## src/rtl/tetris_pkg.sv

```systemverilog
// rtl/tetris_pkg.sv - shared types, board geometry and tetromino offset table
package tetris_pkg;

    localparam int BOARD_ROWS = 20;
    localparam int BOARD_COLS = 10;

    typedef enum logic [2:0] {
        SHAPE_I = 3'd0,
        SHAPE_O = 3'd1,
        SHAPE_T = 3'd2,
        SHAPE_S = 3'd3,
        SHAPE_Z = 3'd4,
        SHAPE_J = 3'd5,
        SHAPE_L = 3'd6
    } shape_t;

    typedef enum logic [2:0] {
        ST_SPAWN      = 3'd0,
        ST_FALL       = 3'd1,
        ST_LOCK       = 3'd2,
        ST_WAIT_CLEAR = 3'd3,
        ST_GAME_OVER  = 3'd4
    } state_t;

    typedef struct packed {
        logic [1:0] dx;
        logic [1:0] dy;
    } cell_ofs_t;

    // Element 0 is cell 1 of the piece.
    typedef cell_ofs_t [3:0] cells_t;

    function automatic cell_ofs_t ofs(input int dx, input int dy);
        cell_ofs_t c;
        c.dx = 2'(dx);
        c.dy = 2'(dy);
        return c;
    endfunction

    // Code 7 has no shape of its own and plays as an I piece.
    function automatic shape_t to_shape(input logic [2:0] code);
        return (code == 3'd7) ? SHAPE_I : shape_t'(code);
    endfunction

    // Concatenations list cell 4 first so that element 0 lands on cell 1.
    function automatic cells_t shape_cells(input shape_t shape);
        cells_t c;
        case (shape)
            SHAPE_O: c = {ofs(2, 1), ofs(1, 1), ofs(2, 0), ofs(1, 0)};
            SHAPE_T: c = {ofs(1, 1), ofs(2, 0), ofs(1, 0), ofs(0, 0)};
            SHAPE_S: c = {ofs(1, 1), ofs(0, 1), ofs(2, 0), ofs(1, 0)};
            SHAPE_Z: c = {ofs(2, 1), ofs(1, 1), ofs(1, 0), ofs(0, 0)};
            SHAPE_J: c = {ofs(2, 1), ofs(2, 0), ofs(1, 0), ofs(0, 0)};
            SHAPE_L: c = {ofs(0, 1), ofs(2, 0), ofs(1, 0), ofs(0, 0)};
            default: c = {ofs(3, 0), ofs(2, 0), ofs(1, 0), ofs(0, 0)};
        endcase
        return c;
    endfunction

endpackage

```

## src/rtl/piece_dropper_if.sv

```systemverilog
// rtl/piece_dropper_if.sv - game-side bundle between the board logic and piece_dropper
// master: board/game logic (drives occupancy, shape and move requests; receives piece)
// slave : piece_dropper (drives the four square positions and status pulses)
interface piece_dropper_if;

    logic [tetris_pkg::BOARD_ROWS-1:0][tetris_pkg::BOARD_COLS-1:0] board;
    logic [2:0] next_shape;
    logic       drop_tick;
    logic       soft_drop;
    logic       move_left;
    logic       move_right;
    logic [9:0] square1x, square1y;
    logic [9:0] square2x, square2y;
    logic [9:0] square3x, square3y;
    logic [9:0] square4x, square4y;
    logic       at_bottom;
    logic       game_over;
    logic       spawn_req;

    modport master (
        output board, next_shape, drop_tick, soft_drop, move_left, move_right,
        input  square1x, square1y, square2x, square2y,
        input  square3x, square3y, square4x, square4y,
        input  at_bottom, game_over, spawn_req
    );

    modport slave (
        input  board, next_shape, drop_tick, soft_drop, move_left, move_right,
        output square1x, square1y, square2x, square2y,
        output square3x, square3y, square4x, square4y,
        output at_bottom, game_over, spawn_req
    );

endinterface

```

## src/rtl/piece_fits.sv

```systemverilog
// rtl/piece_fits.sv - combinational test that a piece placement is on the board and clear
// shape : piece shape
// col   : anchor column, two's complement so col-1 at column 0 reads as -1
// row   : anchor row, two's complement, one bit wider than the row register
// board : committed occupancy, board[r][c]
// fits  : 1 when all four cells are inside the board and unoccupied
module piece_fits
    import tetris_pkg::*;
(
    input  shape_t                                      shape,
    input  logic signed [4:0]                           col,
    input  logic signed [5:0]                           row,
    input  logic [BOARD_ROWS-1:0][BOARD_COLS-1:0]       board,
    output logic                                        fits
);

    cells_t     cells;
    logic [5:0] cc [4];
    logic [6:0] rr [4];
    logic [3:0] in_rng;
    logic [3:0] ok;

    assign cells = shape_cells(shape);

    for (genvar k = 0; k < 4; k++) begin : g_cell
        // Sign-extend the anchor one more bit so adding an offset never wraps.
        assign cc[k] = {col[4], col} + {4'b0, cells[k].dx};
        assign rr[k] = {row[5], row} + {5'b0, cells[k].dy};

        assign in_rng[k] = !cc[k][5] && (cc[k][4:0] < 5'(BOARD_COLS)) &&
                           !rr[k][6] && (rr[k][5:0] < 6'(BOARD_ROWS));

        // Only look the cell up once its coordinates are known to be legal.
        assign ok[k] = in_rng[k] &&
                       !(in_rng[k] ? board[rr[k][4:0]][cc[k][3:0]] : 1'b0);
    end

    assign fits = &ok;

endmodule

```

## src/rtl/piece_dropper.sv

```systemverilog
// rtl/piece_dropper.sv - active tetromino controller: spawn, gravity, shifts, lock, game over
// Clk   : system clock
// Reset : synchronous, active-high
// bus   : piece_dropper_if.slave (board, next_shape, drop/move requests in;
//         four square pixel positions, at_bottom, game_over, spawn_req out)
module piece_dropper
    import tetris_pkg::*;
#(
    parameter int CELL      = 20,
    parameter int X_ORIGIN  = 0,
    parameter int Y_ORIGIN  = 0,
    parameter int SETTLE    = 2,
    parameter int SPAWN_COL = 3
) (
    input logic             Clk,
    input logic             Reset,
    piece_dropper_if.slave  bus
);

    localparam logic [3:0] SPAWN_C  = 4'(SPAWN_COL);
    localparam logic [7:0] SETTLE_C = 8'(SETTLE);

    state_t     state_q, state_d;
    shape_t     shape_q, shape_d;
    logic [3:0] col_q, col_d;
    logic [4:0] row_q, row_d;
    logic [7:0] cnt_q, cnt_d;

    shape_t            spawn_shape;
    logic signed [4:0] col_s, col_l, col_r, col_sp;
    logic signed [5:0] row_s, row_dn;
    logic              fits_spawn, fits_drop, fits_left, fits_right;
    logic              drop;

    assign spawn_shape = to_shape(bus.next_shape);
    assign drop        = bus.drop_tick | bus.soft_drop;

    assign col_s  = {1'b0, col_q};
    assign col_l  = col_s - 5'sd1;
    assign col_r  = col_s + 5'sd1;
    assign col_sp = {1'b0, SPAWN_C};
    assign row_s  = {1'b0, row_q};
    assign row_dn = row_s + 6'sd1;

    piece_fits u_fits_spawn (
        .shape (spawn_shape),
        .col   (col_sp),
        .row   (6'sd0),
        .board (bus.board),
        .fits  (fits_spawn)
    );

    piece_fits u_fits_drop (
        .shape (shape_q),
        .col   (col_s),
        .row   (row_dn),
        .board (bus.board),
        .fits  (fits_drop)
    );

    piece_fits u_fits_left (
        .shape (shape_q),
        .col   (col_l),
        .row   (row_s),
        .board (bus.board),
        .fits  (fits_left)
    );

    piece_fits u_fits_right (
        .shape (shape_q),
        .col   (col_r),
        .row   (row_s),
        .board (bus.board),
        .fits  (fits_right)
    );

    always_ff @(posedge Clk) begin
        if (Reset) begin
            state_q <= ST_SPAWN;
            shape_q <= SHAPE_I;
            col_q   <= SPAWN_C;
            row_q   <= '0;
            cnt_q   <= '0;
        end else begin
            state_q <= state_d;
            shape_q <= shape_d;
            col_q   <= col_d;
            row_q   <= row_d;
            cnt_q   <= cnt_d;
        end
    end

    always_comb begin
        state_d = state_q;
        shape_d = shape_q;
        col_d   = col_q;
        row_d   = row_q;
        cnt_d   = cnt_q;
        case (state_q)
            ST_SPAWN: begin
                // The new piece is loaded even when it collides so the final
                // frozen picture shows the piece that ended the game.
                shape_d = spawn_shape;
                col_d   = SPAWN_C;
                row_d   = '0;
                state_d = fits_spawn ? ST_FALL : ST_GAME_OVER;
            end
            ST_FALL: begin
                if (drop) begin
                    if (fits_drop) row_d = row_q + 5'd1;
                    else           state_d = ST_LOCK;
                end else if (bus.move_left ^ bus.move_right) begin
                    if (bus.move_left && fits_left)        col_d = col_q - 4'd1;
                    else if (bus.move_right && fits_right) col_d = col_q + 4'd1;
                end
            end
            ST_LOCK: begin
                state_d = ST_WAIT_CLEAR;
                cnt_d   = SETTLE_C;
            end
            ST_WAIT_CLEAR: begin
                // SETTLE idle cycles follow the placement pulse; SETTLE=0
                // still spends one cycle here before spawning.
                if (cnt_q <= 8'd1) state_d = ST_SPAWN;
                else               cnt_d   = cnt_q - 8'd1;
            end
            ST_GAME_OVER: begin
                state_d = ST_GAME_OVER;
            end
            default: begin
                state_d = ST_SPAWN;
            end
        endcase
    end

    assign bus.at_bottom = (state_q == ST_LOCK);
    assign bus.game_over = (state_q == ST_GAME_OVER);
    // Reset parks the FSM in SPAWN; the shape is only consumed once it is released.
    assign bus.spawn_req = (state_q == ST_SPAWN) && !Reset;

    cells_t     cur;
    logic [9:0] sx [4];
    logic [9:0] sy [4];

    assign cur = shape_cells(shape_q);

    for (genvar k = 0; k < 4; k++) begin : g_pix
        assign sx[k] = 10'(X_ORIGIN) + (10'(col_q) + 10'(cur[k].dx)) * 10'(CELL);
        assign sy[k] = 10'(Y_ORIGIN) + (10'(row_q) + 10'(cur[k].dy)) * 10'(CELL);
    end

    assign bus.square1x = sx[0];
    assign bus.square1y = sy[0];
    assign bus.square2x = sx[1];
    assign bus.square2y = sy[1];
    assign bus.square3x = sx[2];
    assign bus.square3y = sy[2];
    assign bus.square4x = sx[3];
    assign bus.square4y = sy[3];

endmodule

```

## src/flat_wrapper.sv

```systemverilog
// flat-port wrapper written by rule: the top's interface ports become plain ports
module piece_dropper_flat import tetris_pkg::*;
#(
    parameter int CELL      = 20,
    parameter int X_ORIGIN  = 0,
    parameter int Y_ORIGIN  = 0,
    parameter int SETTLE    = 2,
    parameter int SPAWN_COL = 3
)
  (Clk, Reset, bus_board, bus_next_shape, bus_drop_tick, bus_soft_drop, bus_move_left, bus_move_right, bus_square1x, bus_square1y, bus_square2x, bus_square2y, bus_square3x, bus_square3y, bus_square4x, bus_square4y, bus_at_bottom, bus_game_over, bus_spawn_req);
  piece_dropper_if bus_i ();
  input logic Clk;
  input logic Reset;
  input wire logic [$bits(bus_i.board)-1:0] bus_board;
  input wire logic [$bits(bus_i.next_shape)-1:0] bus_next_shape;
  input wire logic [$bits(bus_i.drop_tick)-1:0] bus_drop_tick;
  input wire logic [$bits(bus_i.soft_drop)-1:0] bus_soft_drop;
  input wire logic [$bits(bus_i.move_left)-1:0] bus_move_left;
  input wire logic [$bits(bus_i.move_right)-1:0] bus_move_right;
  output wire logic [$bits(bus_i.square1x)-1:0] bus_square1x;
  output wire logic [$bits(bus_i.square1y)-1:0] bus_square1y;
  output wire logic [$bits(bus_i.square2x)-1:0] bus_square2x;
  output wire logic [$bits(bus_i.square2y)-1:0] bus_square2y;
  output wire logic [$bits(bus_i.square3x)-1:0] bus_square3x;
  output wire logic [$bits(bus_i.square3y)-1:0] bus_square3y;
  output wire logic [$bits(bus_i.square4x)-1:0] bus_square4x;
  output wire logic [$bits(bus_i.square4y)-1:0] bus_square4y;
  output wire logic [$bits(bus_i.at_bottom)-1:0] bus_at_bottom;
  output wire logic [$bits(bus_i.game_over)-1:0] bus_game_over;
  output wire logic [$bits(bus_i.spawn_req)-1:0] bus_spawn_req;
  assign bus_i.board = bus_board;
  assign bus_i.next_shape = bus_next_shape;
  assign bus_i.drop_tick = bus_drop_tick;
  assign bus_i.soft_drop = bus_soft_drop;
  assign bus_i.move_left = bus_move_left;
  assign bus_i.move_right = bus_move_right;
  assign bus_square1x = bus_i.square1x;
  assign bus_square1y = bus_i.square1y;
  assign bus_square2x = bus_i.square2x;
  assign bus_square2y = bus_i.square2y;
  assign bus_square3x = bus_i.square3x;
  assign bus_square3y = bus_i.square3y;
  assign bus_square4x = bus_i.square4x;
  assign bus_square4y = bus_i.square4y;
  assign bus_at_bottom = bus_i.at_bottom;
  assign bus_game_over = bus_i.game_over;
  assign bus_spawn_req = bus_i.spawn_req;
  piece_dropper #(.CELL(CELL), .X_ORIGIN(X_ORIGIN), .Y_ORIGIN(Y_ORIGIN), .SETTLE(SETTLE), .SPAWN_COL(SPAWN_COL)) u_core (.Clk(Clk), .Reset(Reset), .bus(bus_i));
endmodule
```

## config.mk

```make
export PLATFORM = sky130hd
export DESIGN_NAME = piece_dropper_flat
export DESIGN_NICKNAME = d
export VERILOG_FILES = /design/src/rtl/tetris_pkg.sv /design/src/rtl/piece_dropper_if.sv /design/src/rtl/piece_fits.sv /design/src/rtl/piece_dropper.sv /design/src/flat_wrapper.sv
export SDC_FILE = /design/constraint.sdc
export NUM_CORES = 1
export LEC_CHECK = 0
export ABC_CLOCK_PERIOD_IN_PS = 16050
export BUFFER_PORTS_ARGS = -buffer_cell sky130_fd_sc_hd__buf_2
export CAP_MARGIN = 20
export CORE_ASPECT_RATIO = 2
export CORE_UTILIZATION = 40
export CTS_CLUSTER_SIZE = 10
export DETAILED_ROUTE_END_ITERATION = 16
export PLACE_DENSITY = 0.66
export SLEW_MARGIN = 20
export SYNTH_ARGS = -nofsm -noshare
export SYNTH_HDL_FRONTEND = slang
export SYNTH_SLANG_ARGS = --single-unit
```

## constraint.sdc

```tcl
create_clock -name Clk -period 16.05 [get_ports Clk]
set_input_delay 2.4075 -clock Clk [delete_from_list [all_inputs] [get_ports Clk]]
set_output_delay 2.4075 -clock Clk [all_outputs]
set_load 0.01 [all_outputs]
```

==> impl_results.md <==
* Status: complete, no violations
* Crit Path Class: flip-flop to output port
* Core area at 0.0396 mm²
* Largest net degree at the start of global routing at 61
* Post-CTS Setup Bufs at 0
* GP Congestion at 1.06
* WP data required at 13640 ps
* Static leakage at 6.66 nW
* Max frequency at 0.140 GHz
* Worst Skew at 4.61 ps
* Crit-path most repeated cell: ha_1
* Worst slew pin tran at 1180 ps
* RSZ-0062 raised after global routing: no
* Crit Path Max Fanout at 16
* Hold Fails Final Rpt at 0
* CP peak stage delay at 640 ps
* Die area at 0.0412 mm²
* Synthesized area per cell at 9.92 µm²
* DIE HEIGHT at 286 µm
* Htree depth at 1
* CP Launch Type: flip-flop
* Clk_lat worst skew at 260 ps
* Fin area at 0.0179 mm²
* FF-to-FF setup slack at 9070 ps
* Rows at 103
* Post-DRT Antenna Nets at 0
* IO buf count at 275
* Layout fillers at 3792
* XOR/XNOR share of the synthesized area at 0.0502
* GR Util All Layers at 0.391
* Cts bufs inserted at 3
* Max Slew Vio Count at 0
* Critical Path Sink Type: output port
* Crit-path cells: nor3_1 > nor2_1 > ha_1 > nand3_1 > xor2_1 > clkinv_1 > ha_1 > ha_1 > fa_1 > a21o_1 > a21oi_1 > xnor2_1 > buf_2
* R2R depth at 13
* GR Overflow Total at 0
* Synth Register Bits at 23
* MaxCap Viol Count at 0
* Initial DRC count at 1829
* Fin crit share at 0.446
* Sequential fraction of the synthesis area at 0.0285
* Final Util at 0.451
* Vias per inst at 7.34
* Hold depth at 2
* Slowest-stage cell, CP: ha_1
* Area grow syn2layout at 10.7%
* Fin nets at 2103
* Clk sinks at 23
* Asr flop ratio synth at 0
* Clk pin slew, worst setup/hold paths at 70 ps
* Final setup fails at 0
* Pwr/cell area at 38.2 mW/mm²
* Vias in the first global route at 17100
* WL/cell at 34.6 µm
* Critical path's top delay family: adder cells
* Crit path arrival time at 4750 ps
* CTS hold repair buffers at 0
* Post-Synth Adder-Cell Area at 0.0828
* Syn Inst Count at 1626
* Initial antenna violation count at 3
* YS warnings at 0
* Relative slew margins at 0.206
* Die W at 144 µm
* Initial Utilization at 0.408
* DRT Pass-1 Iters at 7
* Dpl cell area at 0.0178 mm²
* Boundary Pins at 292
* Hold Crit Class: flip-flop to flip-flop
* CTS max path bufs at 2
* Routed WL at 80.5 mm
* HPWL after DPL at 62.2 mm
* Most used DFF post-synth: dfxtp_1
* R2R Path Start: u_core.row_q[0]$_SDFFE_PP0P_
* CTS tree: built
* Post-CTS Resized at 0
* TNS Setup at 0 ps
* Simple-Gate Fraction of Synth Area at 0.126
* First-pass GRT wire length at 115 mm
* Worst vdd ir at 0.0300 mV
* Buf/Inv on CP at 2
* Largest family of logic cells by synthesized area: multiplexers
* Remaining DRCs at 0
* Hold wc startpoint: u_core.cnt_q[1]$_SDFFE_PP0P_
* Root Buffer: clkbuf_16
* Reg2Reg Capture Point: u_core.row_q[1]$_SDFFE_PP0P_
* Via count at 17100
* Unique cell type count in the Yosys netlist at 95
* EDFF count, synth at 0
* Multiplexer share of the synthesized area at 0.499
* Worst path depth at 13
* Min Clock Period, post-route at 7160 ps
* Share of cells above drive strength 1 at 0.380
* Post-Syn Area at 0.0161 mm²
* Synth Area in Compound Gates at 0.148
* Worst hold endpoint: u_core.cnt_q[1]$_SDFFE_PP0P_
==> placed cells by master, fill, tap and decap left out, types with 7 or more instances in the layout <==
cell type	synthesis	final
mux2_2	26	26
nor3_1	35	35
xnor2_1	44	41
nor2b_1	22	22
a211oi_1	34	34
a22oi_1	16	16
nor2_1	84	84
a21oi_1	109	109
o211ai_1	10	10
conb_1	1	16
o22ai_1	22	22
and3_1	13	13
mux4_2	285	285
dfxtp_1	23	19
ha_1	82	76
o21ai_0	26	25
nand2_1	159	159
buf_2	65	275
a31oi_1	13	12
a21o_1	17	17
nor4_1	9	9
xnor2_2	5	7
xor2_1	25	24
or2_2	8	8
mux2i_1	133	133
or3_1	9	9
and2_1	13	13
buf_4	44	40
o31ai_1	8	8
inv_1	40	39
nand3_1	24	24
fa_1	14	14
==> per-layer routing <==
metal,share of wire,vias up,global-route usage
li1,-,6875,-
met1,0.30,8320,0.397
met2,0.50,1393,0.673
met3,0.093,465,0.0778
met4,0.11,4,0.341
met5,0.00035,-,0
==> kinds of logic after synthesis <==
group | after synthesis
other cells | 1
simple gates | 422
flops | 23
mux | 444
compound gates | 349
xor+xnor | 79
fa+ha+maj | 99
buf+inv | 209
==> where the power goes <==
group	total, mW	internal (mW)	switching (mW)
logic	0.564	0.249	0.316
registers	0.0599	0.0579	0.00200
clock network	0.0581	0.0339	0.0242
==> worst max-delay path by stage <==
stage / from / endpoint / slack (ps)
detailed placement: u_core.row_q[0]$_SDFFE_PP0P_ / u_core.row_q[1]$_SDFFE_PP0P_ / 9270
CTS: u_core.shape_q[2]$_SDFFE_PP0P_ / bus_square3y[9] / 9030
global placement: u_core.shape_q[2]$_SDFFE_PP0P_ / bus_square3y[9] / 9420
floorplan: u_core.shape_q[2]$_SDFFE_PP0P_ / bus_square3y[9] / 9740
finish: u_core.shape_q[2]$_SDFFE_PP0P_ / bus_square4y[9] / 8890
global route: u_core.shape_q[0]$_SDFFE_PP0P_ / bus_square4y[9] / 8670
==> through the flow <==
stage / std cells / worst slack, ps / power [mW] / hold WS [ps]
after CTS: 2322 / 9030 / 0.661 / 531
final: 2323 / 8890 / 0.682 / 527
after detailed placement: 2318 / 9270 / 0.603 / 514
after floorplan: 1641 / 9740 / 0.407 / 478
after global placement: 2318 / 9420 / 0.598 / 505
after global routing: 2322 / 8670 / 0.706 / 555
==> state kept, by name, summed over array words and instances (netlist names) <==
register,count
u_core.cnt_q,8
u_core.row_q,5
u_core.col_q,4
u_core.shape_q,3
u_core.state_q,3
==> area by class of cell <==
cell class	instances	area [µm²]	share of cell area
timing repair buffer	315	1680	0.0939
multi-input combinational	1409	14800	0.829
clock buffer	3	75.1	0.00420
inverter	46	173	0.00967
sequential	23	470	0.0263
antenna	1	2.50	0.000140
clock inverter	1	7.51	0.000420
tap	525	657	0.0368
==> worst min-delay path, stage by stage (launching register included) <==
cell and delay (ps):
dfxtp_1 350, a21oi_1 70, nor2_1 70
==> cells in the mapped netlist, drive strengths merged, types with 9 or more instances <==
cell type	count	share of area
a31oi	13	0.0050
a21oi	109	0.034
nor3	37	0.012
a211oi	34	0.016
o211ai	10	0.0047
fa	14	0.017
nor2b	22	0.0085
buf	124	0.046
clkbuf	39	0.0091
a21o	17	0.0079
a22oi	16	0.0074
and2	14	0.0056
or3	9	0.0035
o22ai	23	0.0093
mux2i	133	0.083
o21ai	28	0.0087
nor4	9	0.0035
nand3	24	0.0074
xor2	25	0.014
mux4	285	0.40
dfxtp	23	0.029
ha	82	0.064
nand2	159	0.037
and3	13	0.0050
mux2	26	0.018
inv	44	0.010
nor2	86	0.021
xnor2	51	0.032
No activity file was read; power rests on OpenSTA's default activity.
